--- src/rtl/lsu_if.sv ---
// lsu_if: request/response handshake and word-memory bus for lsu_ctrl.
// The slave modport is the controller's view; the master modport is the
// view of whoever issues requests and owns the data memory.
interface lsu_if;
  logic        req_valid;
  logic        req_ready;
  logic        is_store;
  logic [5:0]  alucode;
  logic [31:0] addr;
  logic [31:0] wdata;
  logic        resp_valid;
  logic [31:0] rdata;
  logic        misalign_err;
  logic [31:0] mem_addr;
  logic [3:0]  mem_we;
  logic [31:0] mem_wdata;
  logic        mem_re;
  logic [31:0] mem_rdata;

  modport slave (
    input  req_valid, is_store, alucode, addr, wdata, mem_rdata,
    output req_ready, resp_valid, rdata, misalign_err,
           mem_addr, mem_we, mem_wdata, mem_re
  );

  modport master (
    output req_valid, is_store, alucode, addr, wdata, mem_rdata,
    input  req_ready, resp_valid, rdata, misalign_err,
           mem_addr, mem_we, mem_wdata, mem_re
  );
endinterface

--- src/rtl/lsu_ctrl.sv ---
// lsu_ctrl: byte/halfword/word load-store controller in front of a
// word-organised data memory. Word-crossing accesses are split into two
// word accesses when LSU_MISALIGN_EN is defined; otherwise they complete
// at once with misalign_err and touch no memory.
`ifndef ALU_LB
`define ALU_LB  6'd11
`define ALU_LH  6'd12
`define ALU_LW  6'd13
`define ALU_LBU 6'd14
`define ALU_LHU 6'd15
`define ALU_SB  6'd16
`define ALU_SH  6'd17
`define ALU_SW  6'd18
`endif

module lsu_ctrl (
  input  logic  clk,
  input  logic  rst_n,
  lsu_if.slave  bus
);

  typedef enum logic [2:0] {S_IDLE, S_A0, S_A1, S_CAP, S_RESP} state_e;

  state_e      state_q, state_d;
  logic [31:0] addr_q, addr_d;
  logic [31:0] wdata_q, wdata_d;
  logic [31:0] word0_q, word0_d;
  logic [31:0] rdata_q, rdata_d;
  logic [1:0]  size_q, size_d;
  logic        sign_q, sign_d;
  logic        store_q, store_d;
  logic        split_q, split_d;
  logic        misalign_q, misalign_d;

  logic [1:0]  req_size;
  logic        req_sign;
  logic        req_split;
  logic        accept;

  logic [1:0]  off;
  logic [4:0]  bit_off;
  logic [3:0]  mask;
  logic [7:0]  we_wide;
  logic [63:0] wdata_wide;
  logic [63:0] rd_wide;
  logic [31:0] rd_shift;
  logic [31:0] load_ext;
  logic [31:0] base_addr;

  // Decode the incoming request: size code (0=byte,1=half,2=word), signedness, split
  always_comb begin
    req_size = 2'd2;
    req_sign = 1'b0;
    case (bus.alucode)
      `ALU_LB:          begin req_size = 2'd0; req_sign = 1'b1; end
      `ALU_LBU, `ALU_SB: req_size = 2'd0;
      `ALU_LH:          begin req_size = 2'd1; req_sign = 1'b1; end
      `ALU_LHU, `ALU_SH: req_size = 2'd1;
      default:          req_size = 2'd2;
    endcase
    case (req_size)
      2'd0:    req_split = 1'b0;
      2'd1:    req_split = (bus.addr[1:0] == 2'b11);
      default: req_split = (bus.addr[1:0] != 2'b00);
    endcase
    accept = bus.req_valid && (state_q == S_IDLE);
  end

  // State and latched request fields
  always_ff @(posedge clk or negedge rst_n) begin
    if (!rst_n) begin
      state_q    <= S_IDLE;
      addr_q     <= '0;
      wdata_q    <= '0;
      word0_q    <= '0;
      rdata_q    <= '0;
      size_q     <= '0;
      sign_q     <= 1'b0;
      store_q    <= 1'b0;
      split_q    <= 1'b0;
      misalign_q <= 1'b0;
    end else begin
      state_q    <= state_d;
      addr_q     <= addr_d;
      wdata_q    <= wdata_d;
      word0_q    <= word0_d;
      rdata_q    <= rdata_d;
      size_q     <= size_d;
      sign_q     <= sign_d;
      store_q    <= store_d;
      split_q    <= split_d;
      misalign_q <= misalign_d;
    end
  end

  // Next-state sequencing through the one or two word accesses
  always_comb begin
    state_d = state_q;
    case (state_q)
      S_IDLE: begin
        if (accept) begin
`ifdef LSU_MISALIGN_EN
          state_d = S_A0;
`else
          state_d = req_split ? S_RESP : S_A0;
`endif
        end
      end
      S_A0:    state_d = split_q ? S_A1 : (store_q ? S_RESP : S_CAP);
      S_A1:    state_d = store_q ? S_RESP : S_CAP;
      S_CAP:   state_d = S_RESP;
      S_RESP:  state_d = S_IDLE;
      default: state_d = S_IDLE;
    endcase
  end

  // Lane alignment of store data/enables and extraction of load data
  always_comb begin
    off        = addr_q[1:0];
    bit_off    = {off, 3'b000};
    base_addr  = {addr_q[31:2], 2'b00};
    case (size_q)
      2'd0:    mask = 4'b0001;
      2'd1:    mask = 4'b0011;
      default: mask = 4'b1111;
    endcase
    we_wide    = {4'b0000, mask} << off;
    wdata_wide = {32'd0, wdata_q} << bit_off;
    rd_wide    = split_q ? {bus.mem_rdata, word0_q} : {32'd0, bus.mem_rdata};
    rd_shift   = rd_wide[bit_off +: 32];
    case (size_q)
      2'd0:    load_ext = sign_q ? {{24{rd_shift[7]}}, rd_shift[7:0]}
                                 : {24'd0, rd_shift[7:0]};
      2'd1:    load_ext = sign_q ? {{16{rd_shift[15]}}, rd_shift[15:0]}
                                 : {16'd0, rd_shift[15:0]};
      default: load_ext = rd_shift;
    endcase
  end

  // Latch the request at accept, the first word in A1, the result in CAP
  always_comb begin
    addr_d     = addr_q;
    wdata_d    = wdata_q;
    word0_d    = word0_q;
    rdata_d    = rdata_q;
    size_d     = size_q;
    sign_d     = sign_q;
    store_d    = store_q;
    split_d    = split_q;
    misalign_d = misalign_q;
    if (accept) begin
      addr_d  = bus.addr;
      wdata_d = bus.wdata;
      size_d  = req_size;
      sign_d  = req_sign;
      store_d = bus.is_store;
      split_d = req_split;
      rdata_d = '0;
`ifdef LSU_MISALIGN_EN
      misalign_d = 1'b0;
`else
      misalign_d = req_split;
`endif
    end
    if (state_q == S_A1) word0_d = bus.mem_rdata;
    if (state_q == S_CAP) rdata_d = load_ext;
  end

  // Outputs decoded from state and latched fields only
  always_comb begin
    bus.req_ready    = (state_q == S_IDLE);
    bus.resp_valid   = (state_q == S_RESP);
    bus.misalign_err = (state_q == S_RESP) && misalign_q;
    bus.rdata        = rdata_q;
    bus.mem_addr     = '0;
    bus.mem_we       = '0;
    bus.mem_wdata    = '0;
    bus.mem_re       = 1'b0;
    if (state_q == S_A0) begin
      bus.mem_addr = base_addr;
      if (store_q) begin
        bus.mem_we    = we_wide[3:0];
        bus.mem_wdata = wdata_wide[31:0];
      end else begin
        bus.mem_re = 1'b1;
      end
    end else if (state_q == S_A1) begin
      bus.mem_addr = base_addr + 32'd4;
      if (store_q) begin
        bus.mem_we    = we_wide[7:4];
        bus.mem_wdata = wdata_wide[63:32];
      end else begin
        bus.mem_re = 1'b1;
      end
    end
  end

endmodule

--- src/flat_wrapper.sv ---
// flat-port wrapper written by rule: the top's interface ports become plain ports
module lsu_ctrl_flat 
  (clk, rst_n, bus_req_valid, bus_is_store, bus_alucode, bus_addr, bus_wdata, bus_mem_rdata, bus_req_ready, bus_resp_valid, bus_rdata, bus_misalign_err, bus_mem_addr, bus_mem_we, bus_mem_wdata, bus_mem_re);
  lsu_if bus_i ();
  input  logic clk;
  input  logic rst_n;
  input wire logic [$bits(bus_i.req_valid)-1:0] bus_req_valid;
  input wire logic [$bits(bus_i.is_store)-1:0] bus_is_store;
  input wire logic [$bits(bus_i.alucode)-1:0] bus_alucode;
  input wire logic [$bits(bus_i.addr)-1:0] bus_addr;
  input wire logic [$bits(bus_i.wdata)-1:0] bus_wdata;
  input wire logic [$bits(bus_i.mem_rdata)-1:0] bus_mem_rdata;
  output wire logic [$bits(bus_i.req_ready)-1:0] bus_req_ready;
  output wire logic [$bits(bus_i.resp_valid)-1:0] bus_resp_valid;
  output wire logic [$bits(bus_i.rdata)-1:0] bus_rdata;
  output wire logic [$bits(bus_i.misalign_err)-1:0] bus_misalign_err;
  output wire logic [$bits(bus_i.mem_addr)-1:0] bus_mem_addr;
  output wire logic [$bits(bus_i.mem_we)-1:0] bus_mem_we;
  output wire logic [$bits(bus_i.mem_wdata)-1:0] bus_mem_wdata;
  output wire logic [$bits(bus_i.mem_re)-1:0] bus_mem_re;
  assign bus_i.req_valid = bus_req_valid;
  assign bus_i.is_store = bus_is_store;
  assign bus_i.alucode = bus_alucode;
  assign bus_i.addr = bus_addr;
  assign bus_i.wdata = bus_wdata;
  assign bus_i.mem_rdata = bus_mem_rdata;
  assign bus_req_ready = bus_i.req_ready;
  assign bus_resp_valid = bus_i.resp_valid;
  assign bus_rdata = bus_i.rdata;
  assign bus_misalign_err = bus_i.misalign_err;
  assign bus_mem_addr = bus_i.mem_addr;
  assign bus_mem_we = bus_i.mem_we;
  assign bus_mem_wdata = bus_i.mem_wdata;
  assign bus_mem_re = bus_i.mem_re;
  lsu_ctrl u_core (.clk(clk), .rst_n(rst_n), .bus(bus_i));
endmodule
--- config.mk ---
export PLATFORM = sky130hd
export DESIGN_NAME = lsu_ctrl_flat
export DESIGN_NICKNAME = d
export VERILOG_FILES = /design/src/rtl/lsu_if.sv /design/src/rtl/lsu_ctrl.sv /design/src/flat_wrapper.sv
export SDC_FILE = /design/constraint.sdc
export NUM_CORES = 1
export LEC_CHECK = 0
export CAP_MARGIN = 20
export CORE_UTILIZATION = 50
export DETAILED_ROUTE_END_ITERATION = 8
export GPL_TIMING_DRIVEN = 0
export PLACE_DENSITY = 0.82
export SETUP_SLACK_MARGIN = 0.5
export SYNTH_ARGS = -nofsm -noshare
export SYNTH_HDL_FRONTEND = slang
export SYNTH_SLANG_ARGS = --single-unit
--- constraint.sdc ---
create_clock -name clk -period 2.8 [get_ports clk]
set_clock_uncertainty 0.15 [all_clocks]
set_input_delay 0.7 -clock clk [delete_from_list [all_inputs] [get_ports clk]]
set_output_delay 0.7 -clock clk [all_outputs]
set_load 0.02 [all_outputs]
==> out/qor.csv <==
metric;value;unit
cts_max_level;4;
io_pins;210;
synthXorXnorAreaFrac;0;%
yosys.area.top_type;dfrtp_1;
synth_compound_area_share;18.0;%
relSlewSlack;37.0;%
first_global_vias;9803;
synth_top_family_by_area;simple AND/OR/NAND/NOR gates;
cp.buffers_inverters;3;
critPathKind;reg2out;
hpwl;21800;um
clock_sinks;136;
hold_path.class;in2async;
clock.fmax;291;MHz
layout.nets;1479;
p_leak;6.67;nW
cp.arrival;2580;ps
hold_viol;0;
hold_slack;71.4;ps
cts_buffers;17;
cpMostUsedCell;buf_4;
initial_core_util;50.9;%
port_buffers;207;
die_h;132;um
clockBufferDepth;2;
final_cell_mix;nand2_1, dfrtp_1, clkdlybuf4s50_1;
netlist_area;8400;um2
overflow;0;
dp_slack;-881;ps
tightest_slew;941;ps
yosys.area_share.adder;0.149;%
worstSetupStartpointType;register;
failed_checks;negative setup slack;
cp.required;1950;ps
viasPerCell;6.73;
core_area;16500;um2
syn-instance-count;1044;
die_area;17300;um2
final_common_cell;nand2_1;
synth_area_leaders;dfrtp_1, nand2_1, mux2i_1;
antenna_found_initial;1;
final.fill_count;745;
remaining_drc_errors;0;
power_per_cell_area;1150;nW/um2
maxSlewViolCount;0;
grt_pass1_wl;53600;um
cp_top_family;compound AO/OA/AOI/OAI gates;
drive_above_1_share;36.0;%
cp-end-kind;output port;
async_flop_share;100;%
grt_start_max_net_pins;80;
drv_cap;0;
min_period;3430;ps
synthMuxAreaShare;10.9;%
synth_enable_flop_cells;0;
synth-simple-area-share;25.5;%
post_synth_num_cell_types;60;
reg2reg_slack;150;ps
synthToLayoutAreaGrowth;70.3;%
postRouteAntennaNets;0;
synth-seq-cells;136;
slowest_stage;dfrtp_2;
cts.root.buffer_cell;clkbuf_16;
outcome;complete, but fails checks;
vias;10794;
avgSynthCellArea;8.05;um2
path_clk_slew;60;ps
yosys_warnings;0;
clk_latency;450;ps
synth_largest_type_area_fraction;40.5;%
drt_wl_total;41600;um
track_usage;40.1;%
avgRoutedWirePerCell;25.9;um
fin_ws;-633;ps
cts_tree;done;
fin_crit_sh;123;%
ys.flop_type;dfrtp_1;
gp_congestion;0.932;
setup_viol;67;
drt-initial-drc-count;1379;
dr.pass1.iters;8;
grt_setup_unrepaired;true;
max-vdd-ir-drop;0.704;mV
placement_rows;47;
antenna_cells;0;
crit_chain;nand2_1 -> nor2_4 -> buf_4 -> buf_4 -> a41oi_2 -> o21ai_2 -> o41ai_4 -> buf_4;
die_x;132;um
synth-seq-area-share;40.5;%
power.total;0.0164;W
cpPeakStageDelay;490;ps
worst-path-max-fanout;7;
==> cell families (layout without fill, tap and decap cells) <==
group                    Yosys count  in the layout
other                              1              2
multiplexers                      78             78
AO/OA/AOI/OAI                    235            235
adder cells (fa/ha/maj)            1              1
buffers and inverters             89            429
AND/OR/NAND/NOR                  504            504
flip-flops                       136            136
==> worst paths after layout <==
kind	from	to	cells past startpoint
setup / recovery	u_core.addr_q[6]	bus_mem_addr[18]	8
hold / removal	rst_n	u_core.word0_q[27]	1
setup reg to reg	u_core.state_q[1]	u_core.wdata_q[5]	9
hold reg to reg	u_core.word0_q[25]	u_core.word0_q[25]	2
max in group asynchronous	rst_n	u_core.addr_q[21]	2
min in group clk	u_core.word0_q[25]	u_core.word0_q[25]	2
==> sequential cells by signal, indices dropped and copies added, names as in the netlist <==
name / count
u_core.state_q: 3
u_core.addr_q: 32
u_core.size_q: 2
u_core.store_q: 1
u_core.word0_q: 32
u_core.sign_q: 1
u_core.bus.rdata: 32
u_core.wdata_q: 32
u_core.split_q: 1
==> power breakdown <==
group	switching, W	leakage (nW)	internal, W	total [W]
Sequential	0.00114	1.71	0.00279	0.00393
Combinational	0.00587	4.67	0.00423	0.0101
Clock	0.00102	0.286	0.00136	0.00237
Total	0.00803	6.67	0.00838	0.0164
==> Yosys cell counts (9+ instances only) <==
cell and count:
a211oi_1 11, a21o_1 10, a21oi_1 36, a22o_1 11, a22oi_1 9, a31oi_1 10
and2_1 13, buf_2 26, clkbuf_1 41, dfrtp_1 136, mux2_2 11, mux2i_1 57
mux4_2 9, nand2_1 368, nand3_1 21, nor2_1 55, o211ai_1 9, o21ai_0 71
o22ai_1 24
==> per-stage QoR <==
stage / util, % / setup TNS, ps / area [um2] / cells
final: 86.6 / -25150 / 14300 / 1605
after global routing: 86.6 / -26370 / 14300 / 1605
after CTS: 80.5 / -11920 / 13300 / 1567
after detailed placement: 69.2 / -23760 / 11400 / 1473
after global placement: 69.0 / -635430 / 11400 / 1472
after floorplan: - / 0 / 9060 / 1045
==> routing by layer <==
metal	global-route usage (%)	wire (um)	up-vias
met3	8.10	4940	375
met4	22.0	3730	2
li1	-	-	4296
met2	65.6	18800	1077
met5	0	13	-
met1	49.7	14100	5044
==> area by class of cell <==
type                            count  area [um2]  share of cell area (%)
Multi-Input combinational cell    820        5940                    41.5
Tap cell                          220         275                    1.92
Buffer                             81         833                    5.82
Clock inverter                     14         164                    1.15
Inverter                            8        33.8                   0.236
Clock buffer                       18         439                    3.07
Sequential cell                   136        3420                    23.9
Timing Repair Buffer              308        3200                    22.4
==> timing repair <==
item	CTS	global route
resized for setup	594	151
pin swaps	37	42
buffers inserted	59	33
hold buffers	0	0
hold endpoints to repair	0	0
setup endpoints to repair	98	101
cloned	3	5
No activity file was read; power rests on OpenSTA's default activity.
